`src/rtl/instr_sequencer.sv`:
```
// Multi-cycle fetch/decode/execute controller for an 8-bit accumulator datapath.
// Owns PC, IR, MAR, MDR and ACC. Talks to memory over a req/ready handshake and
// drives an external combinational ALU.
module instr_sequencer #(
    parameter logic [7:0] RESET_PC      = 8'h00,
    parameter bit         ILLEGAL_HALTS = 1'b0
) (
    input  logic       clk,
    input  logic       rst,
    input  logic       run,
    output logic       mem_req,
    output logic       mem_we,
    output logic [7:0] mem_addr,
    output logic [7:0] mem_wdata,
    input  logic [7:0] mem_rdata,
    input  logic       mem_ready,
    output logic [3:0] alu_op,
    output logic [7:0] alu_a,
    output logic [7:0] alu_b,
    input  logic [7:0] alu_result,
    output logic [7:0] acc_out,
    output logic [7:0] pc_out,
    output logic       halted,
    output logic       illegal
);

    typedef enum logic [2:0] {
        S_IDLE,
        S_FETCH_OP,
        S_DECODE,
        S_FETCH_ADDR,
        S_MEM_RD,
        S_MEM_WR,
        S_EXEC,
        S_HALT
    } state_t;

    localparam logic [3:0] OP_NOP = 4'h0;
    localparam logic [3:0] OP_LDA = 4'h1;
    localparam logic [3:0] OP_STA = 4'h2;
    localparam logic [3:0] OP_ADD = 4'h3;
    localparam logic [3:0] OP_SUB = 4'h4;
    localparam logic [3:0] OP_AND = 4'h5;
    localparam logic [3:0] OP_OR  = 4'h6;
    localparam logic [3:0] OP_NOT = 4'h7;
    localparam logic [3:0] OP_JMP = 4'h8;
    localparam logic [3:0] OP_JZ  = 4'h9;
    localparam logic [3:0] OP_HLT = 4'hF;

    state_t     r_state;
    logic [7:0] r_pc;
    logic [3:0] r_ir;      // only the opcode nibble is kept; the low nibble is don't-care
    logic [7:0] r_mar;
    logic [7:0] r_mdr;
    logic [7:0] r_acc;
    logic       r_illegal;

    state_t     w_end_state;
    logic       w_acc_zero;

    // Where an instruction goes once it completes: next fetch or idle
    assign w_end_state = run ? S_FETCH_OP : S_IDLE;
    assign w_acc_zero  = (r_acc == 8'h00);

    // Sequencer state and datapath registers
    always_ff @(posedge clk or posedge rst) begin
        if (rst) begin
            r_state   <= S_IDLE;
            r_pc      <= RESET_PC;
            r_ir      <= 4'h0;
            r_mar     <= 8'h00;
            r_mdr     <= 8'h00;
            r_acc     <= 8'h00;
            r_illegal <= 1'b0;
        end else begin
            case (r_state)
                S_IDLE: begin
                    if (run) begin
                        r_state <= S_FETCH_OP;
                    end
                end
                S_FETCH_OP: begin
                    if (mem_ready) begin
                        r_ir    <= mem_rdata[7:4];
                        r_pc    <= r_pc + 8'd1;
                        r_state <= S_DECODE;
                    end
                end
                S_DECODE: begin
                    case (r_ir)
                        OP_LDA, OP_STA, OP_ADD, OP_SUB,
                        OP_AND, OP_OR, OP_JMP, OP_JZ: r_state <= S_FETCH_ADDR;
                        OP_NOT:                       r_state <= S_EXEC;
                        OP_HLT:                       r_state <= S_HALT;
                        OP_NOP:                       r_state <= w_end_state;
                        default: begin
                            r_illegal <= 1'b1;
                            r_state   <= ILLEGAL_HALTS ? S_HALT : w_end_state;
                        end
                    endcase
                end
                S_FETCH_ADDR: begin
                    if (mem_ready) begin
                        r_mar <= mem_rdata;
                        r_pc  <= r_pc + 8'd1;
                        case (r_ir)
                            OP_STA: r_state <= S_MEM_WR;
                            OP_JMP: begin
                                r_pc    <= mem_rdata;
                                r_state <= w_end_state;
                            end
                            OP_JZ: begin
                                if (w_acc_zero) begin
                                    r_pc <= mem_rdata;
                                end
                                r_state <= w_end_state;
                            end
                            default: r_state <= S_MEM_RD;
                        endcase
                    end
                end
                S_MEM_RD: begin
                    if (mem_ready) begin
                        r_mdr <= mem_rdata;
                        if (r_ir == OP_LDA) begin
                            r_acc   <= mem_rdata;
                            r_state <= w_end_state;
                        end else begin
                            r_state <= S_EXEC;
                        end
                    end
                end
                S_MEM_WR: begin
                    if (mem_ready) begin
                        r_state <= w_end_state;
                    end
                end
                S_EXEC: begin
                    r_acc   <= alu_result;
                    r_state <= w_end_state;
                end
                S_HALT: begin
                    r_state <= S_HALT;
                end
                default: begin
                    r_state <= S_IDLE;
                end
            endcase
        end
    end

    // Memory port decoded purely from registered state, never from mem_ready
    assign mem_req   = (r_state == S_FETCH_OP) || (r_state == S_FETCH_ADDR) ||
                       (r_state == S_MEM_RD)   || (r_state == S_MEM_WR);
    assign mem_we    = (r_state == S_MEM_WR);
    assign mem_addr  = ((r_state == S_FETCH_OP) || (r_state == S_FETCH_ADDR)) ? r_pc : r_mar;
    assign mem_wdata = r_acc;

    // ALU operands are always presented; the result is only captured in EXEC
    assign alu_op  = r_ir;
    assign alu_a   = r_acc;
    assign alu_b   = r_mdr;

    assign acc_out = r_acc;
    assign pc_out  = r_pc;
    assign halted  = (r_state == S_HALT);
    assign illegal = r_illegal;

endmodule
```
`config.mk`:
```
export PLATFORM = sky130hd
export DESIGN_NAME = instr_sequencer
export DESIGN_NICKNAME = d
export VERILOG_FILES = /design/src/rtl/instr_sequencer.sv
export SDC_FILE = /design/constraint.sdc
export NUM_CORES = 1
export LEC_CHECK = 0
export BUFFER_PORTS_ARGS = -buffer_cell sky130_fd_sc_hd__buf_4
export CORE_MARGIN = 5
export CORE_UTILIZATION = 30
export DETAILED_ROUTE_END_ITERATION = 6
export PLACE_DENSITY = 0.6
export SLEW_MARGIN = 20
export SYNTH_ARGS = -nofsm -noshare
export SYNTH_HDL_FRONTEND = slang
export SYNTH_SLANG_ARGS = --single-unit
```
`constraint.sdc`:
```
create_clock -name clk -period 2.35 [get_ports clk]
set_clock_uncertainty 0.1 [all_clocks]
set_input_delay 0.3525 -clock clk [delete_from_list [all_inputs] [get_ports clk]]
set_output_delay 0.3525 -clock clk [all_outputs]
set_load 0.05 [all_outputs]
```
==> flow_metrics.env <==
export IMPL_routabilityCongestion=0.827
export IMPL_finalSetupTns_ns=0
export IMPL_ioPinCount=76
export IMPL_viasPerCell=5.02
export IMPL_cp_required_ns=1.90
export IMPL_antenna_found_initial=0
export IMPL_fill_cells=787
export IMPL_dr_pass1_iters=5
export IMPL_busiest_layer="met2"
export IMPL_grt_setup_unrepaired="no"
export IMPL_worst_pin_slew_ns=0.544
export IMPL_cp_slowest_stage_delay_ns=0.60
export IMPL_finalHoldViolations=0
export IMPL_via_count=2092
export IMPL_syn_nets=273
export IMPL_num_rows=32
export IMPL_multi_input_area_mm2=0.00110
export IMPL_wl_per_cell_um=15.6
export IMPL_path_max_fanout=14
export IMPL_io_buffers=75
export IMPL_htree_levels=2
export IMPL_syn_inst=252
export IMPL_synth_edf_count=0
export IMPL_fin_crit_ns=2.19
export IMPL_grt_pass1_wl_mm=11.0
export IMPL_cts_clk_slew_worst_paths_ns=0.08
export IMPL_cap_violations=0
export IMPL_final_antenna_net_count=0
export IMPL_arrival_ns=1.74
export IMPL_r2r_start="acc_out[3]"
export IMPL_worst_r2r_setup_slack_ns=0.23
export IMPL_outcome="finished, final reports clean"
export IMPL_path_buf_inv=2
export IMPL_maxSlewViolCount=0
export IMPL_clk_latency_ns=0.29
export IMPL_drive_above_1_share_pct=36.5
export IMPL_cts_made_buffers=5
export IMPL_grt_total_usage_pct=13.9
export IMPL_min_path_type="primary input to async pin"
export IMPL_ys_ff_latch=40
export IMPL_setup_viol=0
export IMPL_met1_usage_pct=18.4
export IMPL_worstSetupPathType="flop to output pin"
export IMPL_first_iter_violations=87
export IMPL_relSlewSlack_pct=63.7
export IMPL_max_freq_ghz=0.457
export IMPL_startpoint_type="flop"
export IMPL_synth_warnings=0
export IMPL_r2r_end="pc_out[3]"
export IMPL_die_w_um=98.1
export IMPL_start_util_pct=30.4
export IMPL_nNetsFinal=335
export IMPL_fin_crit_sh_pct=93.2
export IMPL_dieHeight_um=98.1
export IMPL_cts_sinks=40
export IMPL_synthDistinctLibCells=45
export IMPL_cp_end_kind="output pin"
export IMPL_n_antenna_cell=0
export IMPL_cts_resized=0
export IMPL_crit_path_top_delay_cell="dfrtp_1"
export IMPL_grt_pass1_vias=2103
export IMPL_drt_total_wl_mm=6.52
export IMPL_cpLargestDelayFamily="flip-flops"
export IMPL_rr_worst_depth=4
export IMPL_yosysSeqAreaShare_pct=43.0
export IMPL_dp_cells=409
export IMPL_grt_overflow=0
export IMPL_synth_area_per_cell_um2=9.23
export IMPL_regArea_mm2=0.00100
export IMPL_instances_no_fill=417
export IMPL_synthArstFlopShare_pct=100
export IMPL_clockBufferDepth=2
export IMPL_synthesis_area_mm2=0.00233
export IMPL_crit_chain="nand2b_1 > buf_4 > nand2_1 > nand2_1 > buf_4"
export IMPL_cts_hold_fix_buffers=0
export IMPL_synth_ff_type="dfrtp_1"
export IMPL_area_growth_pct=29.5
export IMPL_core_area_mm2=0.00765
export IMPL_gr_usage_met2_pct=22.6
export IMPL_use_met3_pct=4.21
export IMPL_grt_max_degree=41
export IMPL_clockRootBuffer="clkbuf_8"
export IMPL_dp_hpwl_mm=4.89
export IMPL_cts_tree="yes"
export IMPL_post_cts_buffers=0
export IMPL_drc_errors=0
export IMPL_die_area_mm2=0.00961
layout make-up:
| cell class | count | area share, % |
|---|---|---|
| Sequential cell | 40 | 33.2 |
| Tap cell | 102 | 4.24 |
| Timing Repair Buffer | 87 | 21.7 |
| Inverter | 6 | 0.748 |
| Multi-Input combinational cell | 174 | 36.5 |
| Clock buffer | 6 | 2.41 |
| Clock inverter | 2 | 1.16 |
sequential cells by signal, summed over array words and instances, names as in the netlist:
name,cells
illegal,1
pc_out,8
alu_op,4
r_state,3
acc_out,8
r_mar,8
alu_b,8
cells by family after synthesis:
logic type                 share of synthesized area [%]
DFF                                                 43.0
buffers and inverters                               9.63
adders and majority gates                          0.538
AOI/OAI and AO/OA                                   14.7
muxes                                               12.2
and+or+nand+nor                                     19.9
cell usage after synthesis, types with 3 or more instances:
| library cell | count | area share [%] |
|---|---|---|
| o21ai_0 | 18 | 3.9 |
| a21oi_1 | 6 | 1.3 |
| dfrtp_1 | 40 | 43 |
| mux2_2 | 19 | 9.2 |
| clkbuf_1 | 9 | 1.5 |
| o211ai_1 | 4 | 1.3 |
| inv_1 | 5 | 0.81 |
| nor3_1 | 7 | 1.5 |
| buf_4 | 16 | 5.2 |
| mux2i_1 | 7 | 3.0 |
| nand2b_1 | 3 | 0.81 |
| nor4_1 | 3 | 0.81 |
| nand2_1 | 48 | 7.7 |
| nand3_1 | 7 | 1.5 |
| buf_2 | 4 | 0.86 |
| o21a_1 | 4 | 1.3 |
| o22ai_1 | 3 | 0.81 |
| o311ai_0 | 3 | 1.1 |
| nor2b_1 | 3 | 0.81 |
| nand4_1 | 5 | 1.3 |
| nor2_1 | 7 | 1.1 |
metrics by stage:
| stage | hold WS (ns) | util [%] | cell area [um^2] | setup WS (ns) |
|---|---|---|---|---|
| global route | 0.143 | 39.4 | 3010 | 0.0217 |
| finish | 0.0829 | 39.4 | 3010 | 0.160 |
| CTS | 0.103 | 39.4 | 3010 | 0.176 |
| detailed placement | 0.383 | 38.0 | 2910 | 0.263 |
| floorplan | 0.350 | - | 2330 | 0.0478 |
| global placement | 0.377 | 38.0 | 2910 | 0.283 |
cell usage in the layout, fill, tap and decap left out, drive strengths merged, types with 4 or more instances in the layout:
master / instances
nand2: 48
nand4: 5
o21a: 4
o211ai: 4
nor3: 8
mux2: 19
a21oi: 6
o21ai: 19
buf: 87
mux2i: 7
clkbuf: 6
nor2: 7
nand3: 7
inv: 5
dfrtp: 40
worst min-delay path: cells and delay by family:
family | cells | cell delay, ns
buffers and inverters | 3 | 0.58
layer usage:
layer	up-vias	share of wire [%]
met4	0	0.83
met1	1000	44
li1	1009	-
met2	76	48
met5	-	0
met3	7	7.3
how the worst max path moves through the flow:
stage                    start           to  slack [ns]  cells past startpoint
floorplan           r_state[2]      mem_req        0.05                      3
global placement    acc_out[3]    pc_out[3]        0.28                      4
detailed placement  acc_out[3]    pc_out[3]        0.26                      4
CTS                 r_state[2]  mem_addr[3]        0.18                      5
global route        r_state[2]  mem_addr[3]        0.02                      5
finish              r_state[2]  mem_addr[3]        0.16                      5
Power is left out: the tool's default activity adds up to more than one toggle a clock period on the data nets, which glitch-free logic cannot reach.
